$ cat config.mk
export PLATFORM = sky130hd
export DESIGN_NAME = instr_fetch_flat
export DESIGN_NICKNAME = d
export VERILOG_FILES = /design/src/rtl/instr_fetch_if.sv /design/src/rtl/instr_fetch.sv /design/src/flat_wrapper.sv
export SDC_FILE = /design/constraint.sdc
export NUM_CORES = 1
export LEC_CHECK = 0
export ABC_AREA = 1
export CAP_MARGIN = 20
export CORE_ASPECT_RATIO = 2
export CORE_MARGIN = 2
export CORE_UTILIZATION = 50
export DETAILED_ROUTE_END_ITERATION = 6
export DONT_BUFFER_PORTS = 1
export HOLD_SLACK_MARGIN = 0.05
export PLACE_DENSITY = 0.65
export SLEW_MARGIN = 0
export SYNTH_ARGS = -nofsm -noshare
export SYNTH_HDL_FRONTEND = slang
export SYNTH_SLANG_ARGS = --single-unit
$ cat constraint.sdc
create_clock -name clk -period 1.1 [get_ports clk]
set_input_delay 0.165 -clock clk [delete_from_list [all_inputs] [get_ports clk]]
set_output_delay 0.165 -clock clk [all_outputs]
set_load 0.01 [all_outputs]
$ cat src/rtl/instr_fetch_if.sv
// Fetch-unit bus bundle: program-memory read port plus decoder handoff.
interface instr_fetch_if #(
  parameter int ADDR_W = 8
);
  logic              mem_rd;
  logic [ADDR_W-1:0] mem_addr;
  logic [15:0]       mem_data;
  logic [15:0]       instr;
  logic              id_en;
  logic              stall;

  modport master (
    output mem_rd,
    output mem_addr,
    input  mem_data,
    output instr,
    output id_en,
    input  stall
  );

  modport slave (
    input  mem_rd,
    input  mem_addr,
    output mem_data,
    input  instr,
    input  id_en,
    output stall
  );
endinterface

$ cat src/rtl/instr_fetch.sv
// Instruction fetch unit: walks the PC through a 1-cycle-latency program
// memory and strobes each word to the decoder; handles stall, branch, halt.
module instr_fetch #(
  parameter int         ADDR_W  = 8,
  parameter logic [3:0] HALT_OP = 4'hF
) (
  input  logic              clk,
  input  logic              reset,
  input  logic              i_start,
  input  logic              i_branch_en,
  input  logic [ADDR_W-1:0] i_branch_addr,
  output logic [ADDR_W-1:0] o_pc,
  output logic              o_halted,
  instr_fetch_if.master     bus
);

  typedef enum logic [2:0] {
    S_IDLE,
    S_FETCH,
    S_WAIT,
    S_ISSUE,
    S_HALT
  } state_t;

  state_t            r_state;
  state_t            w_next;
  logic [ADDR_W-1:0] r_pc;
  logic [15:0]       r_instr;
  logic              w_halt_op;
  logic              w_busy;
  logic              w_mem_rd;
  logic              w_id_en;
  logic              w_halted;

  assign w_halt_op = (r_instr[15:12] == HALT_OP);
  assign w_busy    = (r_state == S_FETCH) ||
                     (r_state == S_WAIT)  ||
                     (r_state == S_ISSUE);

  always_ff @(posedge clk or posedge reset) begin
    if (reset) r_state <= S_IDLE;
    else       r_state <= w_next;
  end

  always_comb begin
    w_next = r_state;
    unique case (r_state)
      S_IDLE:  if (i_start) w_next = S_FETCH;
      S_FETCH: w_next = i_branch_en ? S_FETCH : S_WAIT;
      S_WAIT:  w_next = i_branch_en ? S_FETCH : S_ISSUE;
      S_ISSUE: begin
        if (i_branch_en)  w_next = S_FETCH;
        else if (bus.stall) w_next = S_ISSUE;
        else if (w_halt_op) w_next = S_HALT;
        else              w_next = S_FETCH;
      end
      S_HALT:  if (i_start) w_next = S_FETCH;
      default: w_next = S_IDLE;
    endcase
  end

  always_comb begin
    w_mem_rd = 1'b0;
    w_id_en  = 1'b0;
    w_halted = 1'b0;
    unique case (r_state)
      S_FETCH: w_mem_rd = 1'b1;
      S_ISSUE: w_id_en  = !bus.stall && !i_branch_en;
      S_HALT:  w_halted = 1'b1;
      default: ;
    endcase
  end

  // A branch in WAIT drops the in-flight word, so instr keeps its old value.
  always_ff @(posedge clk or posedge reset) begin
    if (reset) begin
      r_pc    <= '0;
      r_instr <= 16'h0000;
    end else begin
      if ((r_state == S_IDLE || r_state == S_HALT) && i_start)
        r_pc <= '0;
      else if (w_busy && i_branch_en)
        r_pc <= i_branch_addr;
      else if (r_state == S_ISSUE && !bus.stall && !w_halt_op)
        r_pc <= r_pc + 1'b1;

      if (r_state == S_WAIT && !i_branch_en)
        r_instr <= bus.mem_data;
    end
  end

  assign bus.mem_rd   = w_mem_rd;
  assign bus.mem_addr = r_pc;
  assign bus.instr    = r_instr;
  assign bus.id_en    = w_id_en;
  assign o_pc         = r_pc;
  assign o_halted     = w_halted;

endmodule

$ cat src/flat_wrapper.sv
// flat-port wrapper written by rule: the top's interface ports become plain ports
module instr_fetch_flat 
#(
  parameter int         ADDR_W  = 8,
  parameter logic [3:0] HALT_OP = 4'hF
)
  (clk, reset, i_start, i_branch_en, i_branch_addr, o_pc, o_halted, bus_mem_rd, bus_mem_addr, bus_mem_data, bus_instr, bus_id_en, bus_stall);
  instr_fetch_if #(.ADDR_W(ADDR_W)) bus_i ();
  input  logic clk;
  input  logic reset;
  input  logic i_start;
  input  logic i_branch_en;
  input  logic [ADDR_W-1:0] i_branch_addr;
  output logic [ADDR_W-1:0] o_pc;
  output logic o_halted;
  output wire logic [$bits(bus_i.mem_rd)-1:0] bus_mem_rd;
  output wire logic [$bits(bus_i.mem_addr)-1:0] bus_mem_addr;
  input wire logic [$bits(bus_i.mem_data)-1:0] bus_mem_data;
  output wire logic [$bits(bus_i.instr)-1:0] bus_instr;
  output wire logic [$bits(bus_i.id_en)-1:0] bus_id_en;
  input wire logic [$bits(bus_i.stall)-1:0] bus_stall;
  assign bus_mem_rd = bus_i.mem_rd;
  assign bus_mem_addr = bus_i.mem_addr;
  assign bus_i.mem_data = bus_mem_data;
  assign bus_instr = bus_i.instr;
  assign bus_id_en = bus_i.id_en;
  assign bus_i.stall = bus_stall;
  instr_fetch #(.ADDR_W(ADDR_W), .HALT_OP(HALT_OP)) u_core (.clk(clk), .reset(reset), .i_start(i_start), .i_branch_en(i_branch_en), .i_branch_addr(i_branch_addr), .o_pc(o_pc), .o_halted(o_halted), .bus(bus_i));
endmodule
Word level (Yosys, flattened, before mapping). Index checks and enable logic that the tools add are counted.

Bits in registers: 27. Latch bits: 0. Memory bits (writable): 0. ROM bits: 0. Input bits: 29. Output and inout port bits: 35. Word-level logic and storage cells: 38. Memories kept: 0.

Add/sub/neg operators: 1. $mul: 0. Divide/modulo/power cells: 0. Order comparisons: 0. Equal/unequal tests: 6. Shifts and indexed selects: 0. Muxes and demuxes: 13. Bitwise operators: 0. Reduce and logical (&&, ||, !) cells: 15.

Operators with widths (count): 8-bit 2-to-1 mux (3); 3-bit 2-to-1 mux (4); 3-bit one-hot mux with 4 select lines (1); 8-bit by 1-bit adder with 8-bit output, second input constant (1); 3-bit by 2-bit equality test with 1-bit output, second input constant (2); 1-bit logical AND (6); 4-bit equality test, second input constant (1); 2-bit 2-to-1 mux (2); 3-bit by 1-bit equality test with 1-bit output, second input constant (1); 3-bit equality test, second input constant (1); 1-bit zero test (3); 3-bit zero test (1); 1-bit logical OR (3); 1-bit 2-to-1 mux (3); 3-bit nonzero test (1); 2-bit by 1-bit != test with 1-bit output, second input constant (1); 2-bit OR reduction (1).

Longest topological paths before layout. Gate-level depths: netlist of run 1.

Depth after elaboration: 6. Gate-level depth with buffers: 8. Mapped depth without buffers: 8.

Worst setup path after synthesis of run 1. Ideal clock, no wire load.

Path kind: reg2reg. From: register u_core.r_pc[0], in the netlist u_core.bus.mem_addr[0]. To: register u_core.r_pc[6], in the netlist u_core.bus.mem_addr[6]. Library setup time: 0.117 ns. Data arrival time: 1.116 ns. Required time: 0.983 ns. Path slack: -0.132 ns. Cell stages (with the launch flop): 9. Buffers on the path: 0. Period minus slack after synthesis: 1.232 ns. Path through: dfrtp_1 -> ha_1 -> nand2_1 -> nor2_1 -> nand2_1 -> nand2_1 -> nand3_1 -> nand2_1 -> nand2_1.

Longest elaborated chain between the ends: 4.

RTL lines: from (decl) (line instr_fetch.sv:27) `logic [ADDR_W-1:0] r_pc;`; from (signal assigned) (line instr_fetch.sv:83) `r_pc <= i_branch_addr;`; from (signal assigned) (line instr_fetch.sv:85) `r_pc <= r_pc + 1'b1;`; 8-bit by 1-bit adder with 8-bit output (line instr_fetch.sv:85); 8-bit 2-to-1 mux (line instr_fetch.sv:84) `else if (r_state == S_ISSUE && !bus.stall && !w_halt_op)`; 8-bit 2-to-1 mux (line instr_fetch.sv:82) `else if (w_busy && i_branch_en)`; 8-bit 2-to-1 mux (line instr_fetch.sv:80) `if ((r_state == S_IDLE || r_state == S_HALT) && i_start)`.

Every way passes these cells. The select of a mux whose other input is x is not followed. A chain may end at the register's enable or synchronous reset.

Worst setup path after layout of run 1.
From: register u_core.r_state[2]. To: output port bus_id_en.

Longest elaborated chain between the ends: 2.

RTL lines: from (decl) (line instr_fetch.sv:25) `state_t r_state;`; from (signal assigned) (line instr_fetch.sv:42) `else r_state <= w_next;`; 3-bit by 2-bit equality test with 1-bit output (line instr_fetch.sv:66) `unique case (r_state)`; 1-bit 2-to-1 mux (line instr_fetch.sv:66); to (decl) (line flat_wrapper.sv:20) `output wire logic [$bits(bus_i.id_en)-1:0] bus_id_en;`.

Every way passes these cells.

==> flow_metrics.tcl, run 1 <==
set metrics [dict create \
    wl_um 4950 \
    final_cells 280 \
    synthArstFlopShare_pct 100 \
    critPathLaunchType "flip-flop" \
    layout_setup_ws_ns -0.284 \
    fin_crit_sh_pct 126 \
    drive_gt1_share_pct 44.8 \
    maxCapViolCount 0 \
    die_w_um 42.7 \
    min_to "u_core.r_state[0]$_DFFE_PP0P_" \
    synth_edf_count 0 \
    final-seq-area_sq_um 682 \
    status "finished, violations left" \
    fillers 174 \
    hold_violations 0 \
    pwr-share-seq_pct 35.2 \
    power_density_nw_per_um2 2470 \
    synth.top_cells.by_count "nand2_1, inv_1, dfrtp_1" \
    vias 1550 \
    cts_buffers 3 \
    first_pass_iters 4 \
    min_path_type "primary input to flip-flop" \
    clk_transition_reported_paths_ns 0.09 \
    synth_ff_type "dfrtp_1" \
    syn2layout_area_growth_pct 61.3 \
    antenna_cells 0 \
    synthCells 200 \
    multi_input_area_sq_um 891 \
    dp.cells 250 \
    sw_frac_of_total_pct 44.2 \
    crit_type "flip-flop to primary output" \
    clock-sinks 27 \
    rows 28 \
    violations "negative setup slack" \
    vias_per_cell 5.54 \
    min_period_ns 1.38 \
    grt_pass1_vias 1667 \
    intPower_w 0.00333 \
    min-delay-start "i_branch_en" \
    rsz0062_at_grt "yes" \
    max_slew_margin_pct 84.7 \
    h-tree-depth 1 \
    peakVddDrop_mv 1.95 \
    antenna_found_initial 0 \
    synth-seq-cells 27 \
    synth_top_cell_by_area "dfrtp_1" \
    overflow 0 \
    yosysWarningCount 0 \
    reg2reg_depth 6 \
    die_h_um 81.4 \
    setup_viol 32 \
    ctsRootBufferMaster "clkbuf_8" \
    gp_congestion 0.904 \
    drtAntennaViolNets 0 \
    numPortBuffers 0 \
    synth_fp_nets 230 \
    syn_area_per_cell_sq_um 7.48 \
    fmax_mhz 723 \
    num_io_pins 64 \
    wire_per_inst_um 17.7 \
    core-area_sq_um 2910 \
    clock_skew_ns 0.00272 \
    drt_iter0_drc 22 \
    finalPower_w 0.00597 \
    yosys-top-cells-area "dfrtp_1, nand2_1, inv_1" \
    grt_max_degree 16 \
    cp.arrival_ns 1.22 \
    yosys.area.top_type_share_pct 45.2 \
    grtUsageTotal_pct 28.1 \
    fin_nets 281 \
    p_leak_nw 1.18 \
    start_util_pct 51.5 \
    seq_area_frac_synth_pct 45.2 \
    cts_tree "built" \
    synth.most_common_cell "nand2_1" \
    p_clk_share_pct 9.5 \
    r2r-end "u_core.bus.instr[1]$_DFFE_PP0P_" \
    drc 0 \
    worstHoldPathCells 2 \
    p_sw_w 0.00264 \
    r2r_start "u_core.r_state[0]$_DFFE_PP0P_" \
    r2r_slack_ns -0.21 \
    synth_cell_types 24 \
    die-area_sq_um 3470 \
    worstPathMaxFanout 3 \
    pwr-share-comb_pct 55.4 \
    grt_pass1_wl_um 7450 \
    maxSlewViolCount 0 \
    clockBufferDepth 2 \
    clock_latency_ns 0.27 \
    hpwl_um 2980 \
    worst_slew_pin_slew_ns 0.229 \
    netlist_area_sq_um 1500 \
    required_ns 0.94 \
    critPathCaptureType "primary output" \
]
## per-stage QoR
stage | setup WS (ns) | hold slack (ns) | area (sq um) | setup TNS, ns | util (%)
global placement | -0.104 | 0.0777 | 1730 | -0.737 | 59.6
finish | -0.284 | 0.0669 | 2410 | -5.50 | 83.0
floorplan | -0.0262 | 0.218 | 1520 | -0.0262 | -
global route | -0.342 | 0.0748 | 2410 | -6.94 | 83.0
detailed placement | -0.126 | 0.0864 | 1730 | -1.72 | 59.6
CTS | -0.231 | 0.102 | 2240 | -4.45 | 76.9
## worst max path at each step
stage | startpoint | endpoint | slack (ns) | cells after the start
after global placement | u_core.r_state[2]$_DFFE_PP0P_ | u_core.bus.mem_addr[6]$_DFFE_PP0P_ | -0.10 | 8
final | u_core.r_state[2]$_DFFE_PP0P_ | bus_id_en | -0.28 | 4
after global routing | u_core.r_state[2]$_DFFE_PP0P_ | bus_id_en | -0.34 | 4
after CTS | u_core.r_state[2]$_DFFE_PP0P_ | bus_id_en | -0.23 | 4
after detailed placement | u_core.r_state[2]$_DFFE_PP0P_ | u_core.bus.mem_addr[7]$_DFFE_PP0P_ | -0.13 | 8
after floorplan | u_core.bus.mem_addr[0]$_DFFE_PP0P_ | u_core.bus.mem_addr[6]$_DFFE_PP0P_ | -0.03 | 8
## power by group through the flow
stage	combinational (W)	sequential, W	clock [W]
2_1_floorplan	0.00135	0.00202	0
3_3_place_gp	0.00210	0.00193	0
3_5_place_dp	0.00221	0.00196	0
4_1_cts	0.00279	0.00201	0.000568
5_1_grt	0.00356	0.00216	0.000607
6_report	0.00330	0.00210	0.000566
## logic make-up after synthesis
group	after synthesis	share of synthesized area, %
flip-flops	27	45.2
AND/OR/NAND/NOR	97	29.3
buffers and inverters	46	14.8
AO/OA/AOI/OAI	28	9.36
adder cells (fa/ha/maj)	1	0.836
XOR/XNOR	1	0.585
## layer usage
metal	part of all wire, %	vias up	GRT usage, %
met3	5.1	16	3.78
li1	-	716	-
met5	0	-	0
met2	62	66	55.8
met1	30	752	27.1
met4	3.1	0	12.5
## registers in the layout, indices dropped and copies added (netlist names)
| signal | flops |
|---|---|
| u_core.bus.instr | 16 |
| u_core.r_state | 3 |
| u_core.bus.mem_addr | 8 |
## cell type report
type	count	share of cell area [%]
timing repair buffer	59	26.0
multi-input combinational	127	36.9
tap	30	1.56
sequential	27	28.3
inverter	33	5.44
clock buffer	4	1.87
## what timing repair did
item,4_1_cts,5_1_grt
pin swaps,13,6
hold buffers,18,0
gates resized for setup,67,36
cloned,3,0
hold endpoints to repair,44,0
setup endpoints to repair,31,36
buffers inserted,2,5
## layout by cell type (no fill, tap or decap), types with 6 or more instances in the layout
| cell type | n |
|---|---|
| buf_4 | 24 |
| buf_6 | 11 |
| dfrtp_1 | 22 |
| dlygate4sd3_1 | 18 |
| inv_1 | 27 |
| nand2_1 | 35 |
| nand2_2 | 7 |
| nand2_4 | 14 |
| nand3_1 | 11 |
| nand3_2 | 8 |
| nor2_1 | 6 |
| o21ai_2 | 13 |
## critical path: stages (launching register included)
cell     delay (ns)
dfrtp_1        0.43
inv_2          0.11
nand2_4        0.08
nor3_4         0.21
buf_6          0.13
Note: power is estimated with default switching activity, not from simulation.
==> run 2, diff against run 1 <==
--- a/config.mk
+++ b/config.mk
@@ -7,7 +7,6 @@
 export LEC_CHECK = 0
 export ABC_AREA = 1
 export CAP_MARGIN = 20
-export CORE_ASPECT_RATIO = 2
 export CORE_MARGIN = 2
 export CORE_UTILIZATION = 50
 export DETAILED_ROUTE_END_ITERATION = 6
==> run 2 against run 1 <==
  * The flow finishes with violations (design-rule violations, negative setup slack)
  * Clock power fell by 20%
  * Sequential cell count did not move
  * Critical endpoint unchanged
  * Cell count rose by 6.1%
  * Fmax fell by 9.4%
  * Global-route usage rose by 1.4 points
  * Total power fell by 2.0%
  * Clock skew rose by 0.0011 ns
  * Combinational power rose by 4%
  * Critical path depth rose by 1
  * Largest power group unchanged
  * Wire length rose by 8.6%
  * Sequential power fell by 6%
  * Register-to-register slack got worse by 0.12 ns
==> flow_metrics.tcl, run 2 (synthesis results as in run 1) <==
set metrics [dict create \
    first_pass_iters 7 \
    numPortBuffers 0 \
    grtUsageTotal_pct 29.5 \
    drt_iter0_drc 99 \
    rows 19 \
    critPathLaunchType "flip-flop" \
    final_cell_mix "nand2_1, buf_4, inv_1" \
    cts_buffers 3 \
    critPathCaptureType "primary output" \
    pwr-share-comb_pct 58.5 \
    worstPathMaxFanout 2 \
    required_ns 0.94 \
    largest_reg_flops 16 \
    min_period_ns 1.53 \
    grt_pass1_vias 1729 \
    grt_max_degree 17 \
    antenna_cells 0 \
    hpwl_um 2760 \
    maxCapViolCount 0 \
    p_leak_nw 1.23 \
    layout_setup_ws_ns -0.427 \
    fmax_mhz 655 \
    crit_top_cell "buf_6" \
    wire_per_inst_um 18.1 \
    peakVddDrop_mv 1.54 \
    die_h_um 58.7 \
    antenna_found_initial 0 \
    status "finished, violations left" \
    drive_gt1_share_pct 39.8 \
    fin_util_pct 86.7 \
    die-area_sq_um 3450 \
    rsz0062_at_grt "yes" \
    cp_slowest_cell "dfrtp_1" \
    stdcell_area_sq_um 2430 \
    violations "design-rule violations, negative setup slack" \
    sw_frac_of_total_pct 44.3 \
    crit_type "flip-flop to primary output" \
    syn2layout_area_growth_pct 62.5 \
    cpPeakStageDelay_ns 0.43 \
    start_util_pct 53.3 \
    drc 4 \
    grt_pass1_wl_um 7540 \
    vias_per_cell 5.59 \
    whs_ns 0.0540 \
    fin_crit_sh_pct 139 \
    clock_skew_ns 0.00387 \
    min_path_type "primary input to flip-flop" \
    final_common_cell "nand2_1" \
    final_cells 297 \
    cp.arrival_ns 1.36 \
    gp_congestion 0.893 \
    overflow 0 \
    max_slew_margin_pct 72.4 \
    post_dp_cell_area_sq_um 1770 \
    hold_violations 0 \
    maxSlewViolCount 0 \
    h-tree-depth 1 \
    clk_transition_reported_paths_ns 0.16 \
    pre_cts_ws_ns -0.126 \
    fin_nets 297 \
    crit_family "flip-flops" \
    power_density_nw_per_um2 2400 \
    ctsRootBufferMaster "clkbuf_4" \
    clock-sinks 27 \
    setup_viol 34 \
    cts_tree "built" \
    p_sw_w 0.00259 \
    p_clk_share_pct 7.8 \
    path_buf_inv 3 \
    clockBufferDepth 2 \
    num_io_pins 64 \
    core-area_sq_um 2810 \
    pwr-share-seq_pct 33.7 \
    clock_latency_ns 0.33 \
    vias 1659 \
    wl_um 5370 \
    intPower_w 0.00326 \
    drtAntennaViolNets 0 \
    die_w_um 58.7 \
    crit_chain "inv_2, nand2_4, buf_6, nor3_4, buf_6" \
    worst_slew_pin_slew_ns 0.413 \
    dp.cells 257 \
]
==> run 2: changes by cell type in the layout (fill, tap and decap cells not counted), moves of 5 or more <==
cell | before | now
nand2_1 | 35 | 46
nand2_4 | 14 | 3
o21ai_2 | 13 | 5
buf_4 | 24 | 31
o21ai_1 | 5 | 12
buf_6 | 11 | 16
==> run 2: final timing paths <==
check	from	to	slack [ns]	cells after the start
worst min register to register	u_core.bus.instr[6]$_DFFE_PP0P_	u_core.bus.instr[6]$_DFFE_PP0P_	0.57	2
worst min-delay path	i_branch_addr[2]	u_core.bus.mem_addr[2]$_DFFE_PP0P_	0.05	4
worst max-delay path	u_core.r_state[2]$_DFFE_PP0P_	bus_id_en	-0.43	5
min in group asynchronous	reset	u_core.bus.instr[13]$_DFFE_PP0P_	0.29	2
worst max register to register	u_core.r_state[2]$_DFFE_PP0P_	u_core.bus.mem_addr[7]$_DFFE_PP0P_	-0.33	9
max in group asynchronous	reset	u_core.bus.instr[2]$_DFFE_PP0P_	0.30	3
==> run 2: cell type report <==
cell class	instances	area [sq um]
Multi-Input combinational cell	128	785
Timing Repair Buffer	74	766
Clock inverter	1	7.51
Clock buffer	3	22.5
Fill cell	137	374
Sequential cell	27	681
Tap cell	31	38.8
Inverter	33	131
==> run 2: power by group through the flow <==
| stage | registers, W | logic [W] | clock network, W |
|---|---|---|---|
| finish | 0.00197 | 0.00342 | 0.000455 |
| global route | 0.00201 | 0.00366 | 0.000502 |
| CTS | 0.00189 | 0.00304 | 0.000455 |
| detailed placement | 0.00191 | 0.00231 | 0 |
| global placement | 0.00189 | 0.00221 | 0 |
| floorplan | 0.00202 | 0.00135 | 0 |
==> run 2: per-layer routing <==
metal  share of wire (%)  GRT usage [%]
met5                   0              0
met4                 2.3           10.1
met3                 6.2           6.15
met2                  54           54.9
met1                  38           33.3
==> run 2: worst reg2reg max path, cell delays in order, from the launching register on <==
cell,delay (ns)
dfrtp_1,0.43
inv_2,0.09
nand2_4,0.06
buf_4,0.15
nor2_1,0.14
nand2_2,0.10
buf_4,0.15
a21oi_2,0.12
nand2_1,0.08
nand2_1,0.06
==> run 2: timing repair <==
| item | in CTS | in global routing |
|---|---|---|
| gates cloned | 4 | 0 |
| hold buffers | 19 | 2 |
| gates resized for setup | 48 | 27 |
| hold endpoints to repair | 48 | 3 |
| pin swaps | 9 | 1 |
| buffers inserted | 10 | 1 |
| endpoints found under the setup margin | 42 | 49 |
==> run 2: through the flow <==
step | total power [W] | TNS (ns)
after global placement | 0.00410 | -0.833
after CTS | 0.00539 | -6.78
after detailed placement | 0.00422 | -1.33
after floorplan | 0.00337 | -0.0262
final | 0.00585 | -8.50
after global routing | 0.00617 | -10.41
==> run 3, diff against run 2 <==
==> constraint.sdc (replaced) <==
create_clock -name clk -period 1.35 [get_ports clk]
set_input_delay 0.2025 -clock clk [delete_from_list [all_inputs] [get_ports clk]]
set_output_delay 0.2025 -clock clk [all_outputs]
set_load 0.01 [all_outputs]
==> run 3 against run 2 <==
  * The run still ends with design-rule violations, negative setup slack left
  * Non-clock buffer count fell by 36
  * Sequential cell count did not move
  * Design area fell by 24%
  * Critical endpoint unchanged
==> flow_metrics.tcl, run 3 (synthesis results as in run 1) <==
set metrics [dict create \
    die_w_um 58.7 \
    fin_crit_sh_pct 105 \
    vias_per_cell 5.24 \
    first_pass_iters 7 \
    worstPathMaxFanout 3 \
    cpPeakStageDelay_ns 0.42 \
    final_cell_mix "nand2_1, inv_1, dfrtp_1" \
    critPathLaunchType "flip-flop" \
    p_leak_nw 0.979 \
    required_ns 1.15 \
    h-tree-depth 1 \
    overflow 0 \
    groute.layer.met2.usage_pct 35.8 \
    min_path_type "primary input to flip-flop" \
    grt_max_degree 33 \
    crit_family "flip-flops" \
    core-area_sq_um 2810 \
    largest_reg_flops 16 \
    fin_nets 260 \
    antenna_cells 0 \
    maxSlewViolCount 0 \
    layout_setup_ws_ns -0.0673 \
    clock_skew_ns 0.00496 \
    clk_transition_reported_paths_ns 0.14 \
    clock-sinks 27 \
    worst_slew_pin_slew_ns 0.330 \
    die-area_sq_um 3450 \
    vias 1363 \
    setup_tns_ns -0.102 \
    grtUsageTotal_pct 20.8 \
    setup_viol 4 \
    grt_busiest_layer "met2" \
    drc 3 \
    status "finished, violations left" \
    fmax_mhz 706 \
    clock_latency_ns 0.32 \
    gp_congestion 0.873 \
    met3_usage_pct 3.08 \
    clockBufferDepth 2 \
    drt_iter0_drc 107 \
    cts_buffers 3 \
    syn2layout_area_growth_pct 23.4 \
    wl_um 3400 \
    final_common_cell "nand2_1" \
    maxCapViolCount 0 \
    grt_pass1_wl_um 5520 \
    rows 19 \
    num_io_pins 64 \
    ctsRootBufferMaster "clkbuf_4" \
    die_h_um 58.7 \
    critPathCaptureType "primary output" \
    grt_pass1_vias 1295 \
    crit_chain "inv_2, nand2_4, nor3_4, buf_6" \
    drtAntennaViolNets 0 \
    numPortBuffers 0 \
    cp_slowest_cell "dfrtp_1" \
    use_met1_pct 25.6 \
    rsz0062_at_grt "yes" \
    path_buf_inv 2 \
    start_util_pct 53.3 \
    pre_cts_ws_ns 0.0220 \
    crit_type "flip-flop to primary output" \
    antenna_found_initial 0 \
    violations "design-rule violations, negative setup slack" \
    max_slew_margin_pct 78.0 \
    cts_tree "built" \
    power_density_nw_per_um2 1910 \
    min_period_ns 1.42 \
    drive_gt1_share_pct 17.0 \
    wire_per_inst_um 13.1 \
    hold_violations 0 \
    cp.arrival_ns 1.21 \
    peakVddDrop_mv 1.11 \
    hpwl_um 2180 \
]
-- run 3: routing by layer --
layer | up-vias | part of all wire (%)
met3 | 10 | 6.8
met2 | 61 | 49
met4 | 0 | 3.1
met5 | - | 0
li1 | 676 | -
met1 | 616 | 41
-- run 3: timing repair --
| item | CTS | global route |
|---|---|---|
| hold endpoints to repair | 44 | 0 |
| hold buffers | 18 | 0 |
| resized for setup | 6 | 5 |
| pin swaps | 1 | 2 |
| setup buffers | 3 | 4 |
| endpoints found under the setup margin | 4 | 13 |
-- run 3: report_power, final --
group	internal [W]	leakage [nW]	switching, W
Sequential	0.00116	0.336	0.000417
Clock	0.000111	0.0177	0.000233
Combinational	0.000658	0.625	0.000939
-- run 3: cell type report --
type / count / area (sq um)
fill: 237 / 958
sequential: 27 / 677
multi-input combinational: 127 / 642
timing repair buffer: 38 / 338
inverter: 33 / 124
tap: 31 / 38.8
clock buffer: 3 / 22.5
clock inverter: 1 / 5.00
-- run 3: path summary, 6_finish.rpt --
check	start	end	slack, ns	cells after the start
min reg2reg	u_core.bus.instr[4]$_DFFE_PP0P_	u_core.bus.instr[4]$_DFFE_PP0P_	0.57	2
max	u_core.r_state[2]$_DFFE_PP0P_	bus_id_en	-0.07	4
min	i_branch_addr[1]	u_core.bus.mem_addr[1]$_DFFE_PP0P_	0.08	4
max reg2reg	u_core.r_state[1]$_DFFE_PP0P_	u_core.bus.mem_addr[1]$_DFFE_PP0P_	-0.01	7
max in group asynchronous	reset	u_core.r_state[1]$_DFFE_PP0P_	0.73	3
min in group asynchronous	reset	u_core.bus.mem_addr[4]$_DFFE_PP0P_	0.36	3
-- run 3: stage by stage --
step | cells | area [sq um] | util [%] | hold WS (ns) | total power, W
detailed placement | 231 | 1540 | 54.7 | 0.174 | 0.00298
floorplan | 200 | 1500 | - | 0.255 | 0.00270
global placement | 231 | 1540 | 54.7 | 0.170 | 0.00294
CTS | 256 | 1790 | 63.9 | 0.0700 | 0.00341
global route | 260 | 1850 | 65.8 | 0.0906 | 0.00382
finish | 260 | 1850 | 65.8 | 0.0824 | 0.00352
-- run 3: tightest hold or removal path, cell delays in order --
cell	delay [ns]
nand2_1	0.04
nand2_1	0.05
nand2_1	0.04
nand2_1	0.05
